==> src/rtl/counter_capture_fifo.sv <==
// Input-capture stage: timestamps cap_in edges with {wrap_cnt, count}
// and buffers them in a small FIFO drained over valid/ready.
//
// Ports:
//   clk, rst_n   clock, async active-low reset
//   count, done  counter value and terminal pulse from the counter
//   cap_in       asynchronous capture pin
//   edge_sel     00 off, 01 rise, 10 fall, 11 both
//   clr_ovf      pulse clearing overflow
//   out_valid    FIFO non-empty
//   out_ready    consumer accepts head entry
//   out_data     head entry {wrap_cnt, count}
//   level        stored entry count, 0..DEPTH
//   overflow     sticky, a capture was dropped
module counter_capture_fifo #(
  parameter int WIDTH = 8,
  parameter int DEPTH = 4
) (
  input  logic                       clk,
  input  logic                       rst_n,
  input  logic [WIDTH-1:0]           count,
  input  logic                       done,
  input  logic                       cap_in,
  input  logic [1:0]                 edge_sel,
  input  logic                       clr_ovf,
  output logic                       out_valid,
  input  logic                       out_ready,
  output logic [WIDTH+7:0]           out_data,
  output logic [$clog2(DEPTH):0]     level,
  output logic                       overflow
);

  localparam int AW = $clog2(DEPTH);
  localparam int LW = AW + 1;
  localparam int DW = WIDTH + 8;

  logic          sync1;
  logic          sync2;
  logic          sync3;
  logic [1:0]    arm_cnt;
  logic          armed;
  logic [7:0]    wrap_cnt;
  logic [DW-1:0] mem [DEPTH];
  logic [AW-1:0] wr_ptr;
  logic [AW-1:0] rd_ptr;
  logic [LW-1:0] lvl;
  logic          rise;
  logic          fall;
  logic          detect;
  logic          full;
  logic          pop;
  logic          push;
  logic          drop;

  assign armed  = (arm_cnt == 2'd3);
  assign rise   = sync2 & ~sync3;
  assign fall   = ~sync2 & sync3;
  assign detect = armed &
                  ((edge_sel[0] & rise) |
                   (edge_sel[1] & fall));

  assign full = (lvl == LW'(DEPTH));
  assign pop  = out_valid & out_ready;
  // A same-cycle pop frees the slot a full FIFO needs.
  assign push = detect & (~full | pop);
  assign drop = detect & full & ~pop;

  assign out_valid = (lvl != '0);
  assign level     = lvl;
  assign out_data  = mem[rd_ptr];

  always_ff @(posedge clk or negedge rst_n) begin
    if (!rst_n) begin
      sync1   <= 1'b0;
      sync2   <= 1'b0;
      sync3   <= 1'b0;
      arm_cnt <= 2'd0;
    end else begin
      sync1 <= cap_in;
      sync2 <= sync1;
      sync3 <= sync2;
      if (!armed)
        arm_cnt <= arm_cnt + 2'd1;
    end
  end

  always_ff @(posedge clk or negedge rst_n) begin
    if (!rst_n)
      wrap_cnt <= 8'd0;
    else if (done)
      wrap_cnt <= wrap_cnt + 8'd1;
  end

  // Storage is deliberately left unreset.
  always_ff @(posedge clk) begin
    if (push)
      mem[wr_ptr] <= {wrap_cnt, count};
  end

  always_ff @(posedge clk or negedge rst_n) begin
    if (!rst_n) begin
      wr_ptr   <= '0;
      rd_ptr   <= '0;
      lvl      <= '0;
      overflow <= 1'b0;
    end else begin
      if (push)
        wr_ptr <= wr_ptr + AW'(1);
      if (pop)
        rd_ptr <= rd_ptr + AW'(1);
      unique case ({push, pop})
        2'b10:   lvl <= lvl + LW'(1);
        2'b01:   lvl <= lvl - LW'(1);
        default: lvl <= lvl;
      endcase
      if (drop)
        overflow <= 1'b1;
      else if (clr_ovf)
        overflow <= 1'b0;
    end
  end

endmodule

==> config.mk <==
export PLATFORM = sky130hd
export DESIGN_NAME = counter_capture_fifo
export DESIGN_NICKNAME = d
export VERILOG_FILES = /design/src/rtl/counter_capture_fifo.sv
export SDC_FILE = /design/constraint.sdc
export NUM_CORES = 1
export LEC_CHECK = 0
export ABC_AREA = 1
export BUFFER_PORTS_ARGS = -buffer_cell sky130_fd_sc_hd__buf_2
export CAP_MARGIN = 25
export CORE_AREA = 2 2 62 122
export CTS_CLUSTER_DIAMETER = 100
export DETAILED_ROUTE_END_ITERATION = 8
export DIE_AREA = 0 0 64 124
export PLACE_DENSITY = 0.67
export SKIP_CTS_REPAIR_TIMING = 1
export SYNTH_ARGS = -nofsm -noshare
export SYNTH_HDL_FRONTEND = slang
export SYNTH_SLANG_ARGS = --single-unit
==> constraint.sdc <==
create_clock -name clk -period 5.4 [get_ports clk]
set_input_delay 0.27 -clock clk [delete_from_list [all_inputs] [get_ports clk]]
set_output_delay 0.27 -clock clk [all_outputs]
set_load 0.02 [all_outputs]
==> results.tsv <==
metric	value	unit
outcome	complete, no violations	
grt_setup_unrepaired	false	
startpoint_type	register	
synth_area_leaders	edfxtp_1 (57%), dfrtp_1 (16%), o21ai_0 (4.6%)	
reg2reg_depth	11	
clock_latency	330	ps
p_switching	0.818	mW
grt_pass1_wl	9910	µm
worst_pin_slew	561	ps
grt_pass1_vias	2053	
synth.cell_area	3370	µm²
antenna_left	0	
hold_viol_final	0	
n_antenna_cell	0	
drv_cap	0	
ys_seq_area_share	72.6	%
hold_path_depth	1	
cts-root-buf	clkbuf_16	
fillers	576	
worstHoldPathType	input port to register	
vias_per_cell	5.14	
drtPass1Iterations	4	
io_buffers	36	
crit_family	buffers and inverters	
synth_flop_cell	edfxtp_1	
p_int	1.48	mW
max_freq	424	MHz
muxShareOfSynthArea	0.334	%
die-area	7940	µm²
placeableCoreArea	6940	µm²
p_leak	1.56	nW
synth_top_family_by_area	simple AND/OR/NAND/NOR gates	
grt_start_max_net_pins	34	
pwr-share-comb	30.6	%
pin_count	37	
crit_path_max_fanout	33	
async_reset_ff_share	24.7	%
cts.sinks	85	
wl_per_cell	15.4	µm
fin_nets	322	
crit_required	5130	ps
cts_tree	yes	
critPathMaxStageDelay	550	ps
setup_viol	0	
netlist.area_leader.share	57.0	%
final_cells	394	
yosys.area_share.simple	9.53	%
cts.path.max_buffers	2	
fin_util	57.2	%
yosysTopAreaCell	edfxtp_1	
numCtsBuffers	9	
finalMaxSlewViolations	0	
grt-ovfl-total	0	
area_growth	17.6	%
period_share	43.6	%
synth_most_common_cell	edfxtp_1	
drc	0	
vias	2025	
whs	40.9	ps
synth_area_per_cell	13.3	µm²
synth_fa_ha_area_share	2.82	%
fin_crit	2360	ps
crit_buf_inv	3	
crit_chain	buf_4 > inv_2 > o21ai_0 > o22ai_1 > buf_2	
synthTopCellsByCount	edfxtp_1 (64), nor2_1 (41), o21ai_0 (31)	
skew	4.88	ps
cp_num_cells	5	
drive_above_1_share	24.0	%
cellPowerDensity	579	nW/µm²
synth-compound-area-share	9.01	%
die_h	124	µm
power.share.switching	35.6	%
ys_types	30	
die_w	64	µm
rows	43	
yosys.area_share.xor_xnor	2.60	%
grt_use_total	17.3	%
cp_data_arrival_time	2090	ps
slew_headroom	62.6	%
h-tree-depth	3	
pwr-share-seq	43.5	%
initial_core_util	48.6	%
wl	6060	µm
synth_edf_count	64	
antenna_found_initial	0	
ir_drop	280	µV
fin_tns_setup	0	ps
yosys_warnings	0	
routabilityCongestion	0.730	
drt_iter0_markers	75	
dp_hpwl	4010	µm
netlist_instances	254	
placed_cells_incl_taps	377	
ys_ff_latch	85	
crit_path_end_kind	output port	
synth_nets	277	
cts.clk_slew.worst_paths	60	ps
p_clk_share	25.9	%
worst-setup-path-type	register to output port	
cpMaxStageDelayCell	dfrtp_1	
## metrics by stage
| step | area (µm²) | power (mW) | worst slack, ps |
|---|---|---|---|
| 6_report | 3970 | 2.30 | 3040 |
| 5_1_grt | 3970 | 2.45 | 2810 |
| 4_1_cts | 3960 | 2.32 | 3040 |
| 3_5_place_dp | 3660 | 1.73 | 3400 |
| 3_3_place_gp | 3660 | 1.71 | 3430 |
| 2_1_floorplan | 3370 | 1.48 | 3440 |
## power groups by stage
stage | logic [mW] | registers [mW] | clock network, mW
5_1_grt | 0.794 | 1.03 | 0.630
4_1_cts | 0.715 | 1.00 | 0.606
6_report | 0.703 | 1.00 | 0.594
2_1_floorplan | 0.505 | 0.979 | 0
3_5_place_dp | 0.711 | 1.01 | 0
3_3_place_gp | 0.699 | 1.01 | 0
## cells in the final DEF (no fill, tap or decap), types with 2 or more instances in the layout
master and count:
edfxtp_1 64, nor2_1 41, buf_2 36, o21ai_0 31
dfrtp_1 21, o22ai_1 16, inv_1 15, nand2_1 15
clkbuf_16 9, ha_1 6, nand2_2 5, xor2_1 5
xnor2_1 5, buf_4 5, clkinv_2 4, inv_2 3
nand3_1 3, nor2_2 2, a21oi_1 2
## per-layer routing
layer	up-vias	track usage, %	part of all wire, %
met4	0	8.97	2.0
met1	991	18.2	40
met2	42	31.4	55
met3	8	4.16	3.4
li1	984	-	-
met5	-	0	0
## cell families (layout without fill, tap and decap cells)
kind of cell	count (synthesis)	in the layout
and+or+nand+nor	72	72
DFF	85	85
adders and majority gates	7	7
muxes	1	1
AOI/OAI and AO/OA	53	53
buffers and inverters	26	76
xor gates and xnor gates	10	10
## final cells by class
class / instances / area (µm²) / area share, %
clock buffers: 11 / 243 / 6.12
multi-input cells: 143 / 820 / 20.7
repair buffers: 42 / 228 / 5.74
clock inverters: 5 / 50.0 / 1.26
flip-flops and latches: 85 / 2450 / 61.7
inverters: 18 / 67.6 / 1.70
well taps: 90 / 113 / 2.84
## state kept, by name, summed over array words and instances, names as in the netlist
register	cells
mem	64
wrap_cnt	8
level	3
arm_cnt	2
rd_ptr	2
wr_ptr	2
overflow	1
sync1	1
sync2	1
sync3	1
## worst register-to-register path: stages, from the launching register on
cell and delay [ps]:
dfrtp_1 370, ha_1 240, nand2_2 110, o21ai_2 210, inv_1 80, fa_1 380, inv_1 80, nand2_2 60
nand2_1 70, nand2_1 40, nand2_1 50, inv_1 30
## path summary, 6_finish.rpt
path,from,to,slack [ps]
worst max-delay path,rd_ptr[0]$_DFFE_PN0N_,out_data[6],3040
worst min-delay path,cap_in,sync1$_DFF_PN0_,40
worst max register to register,arm_cnt[0]$_DFFE_PN0P_,level[2]$_DFFE_PN0P_,3570
worst min register to register,sync1$_DFF_PN0_,sync2$_DFF_PN0_,360
max in group asynchronous,rst_n,wrap_cnt[6]$_DFFE_PN0P_,4630
min in group asynchronous,rst_n,level[2]$_DFFE_PN0P_,430
Power figures use the tool's default switching activity.
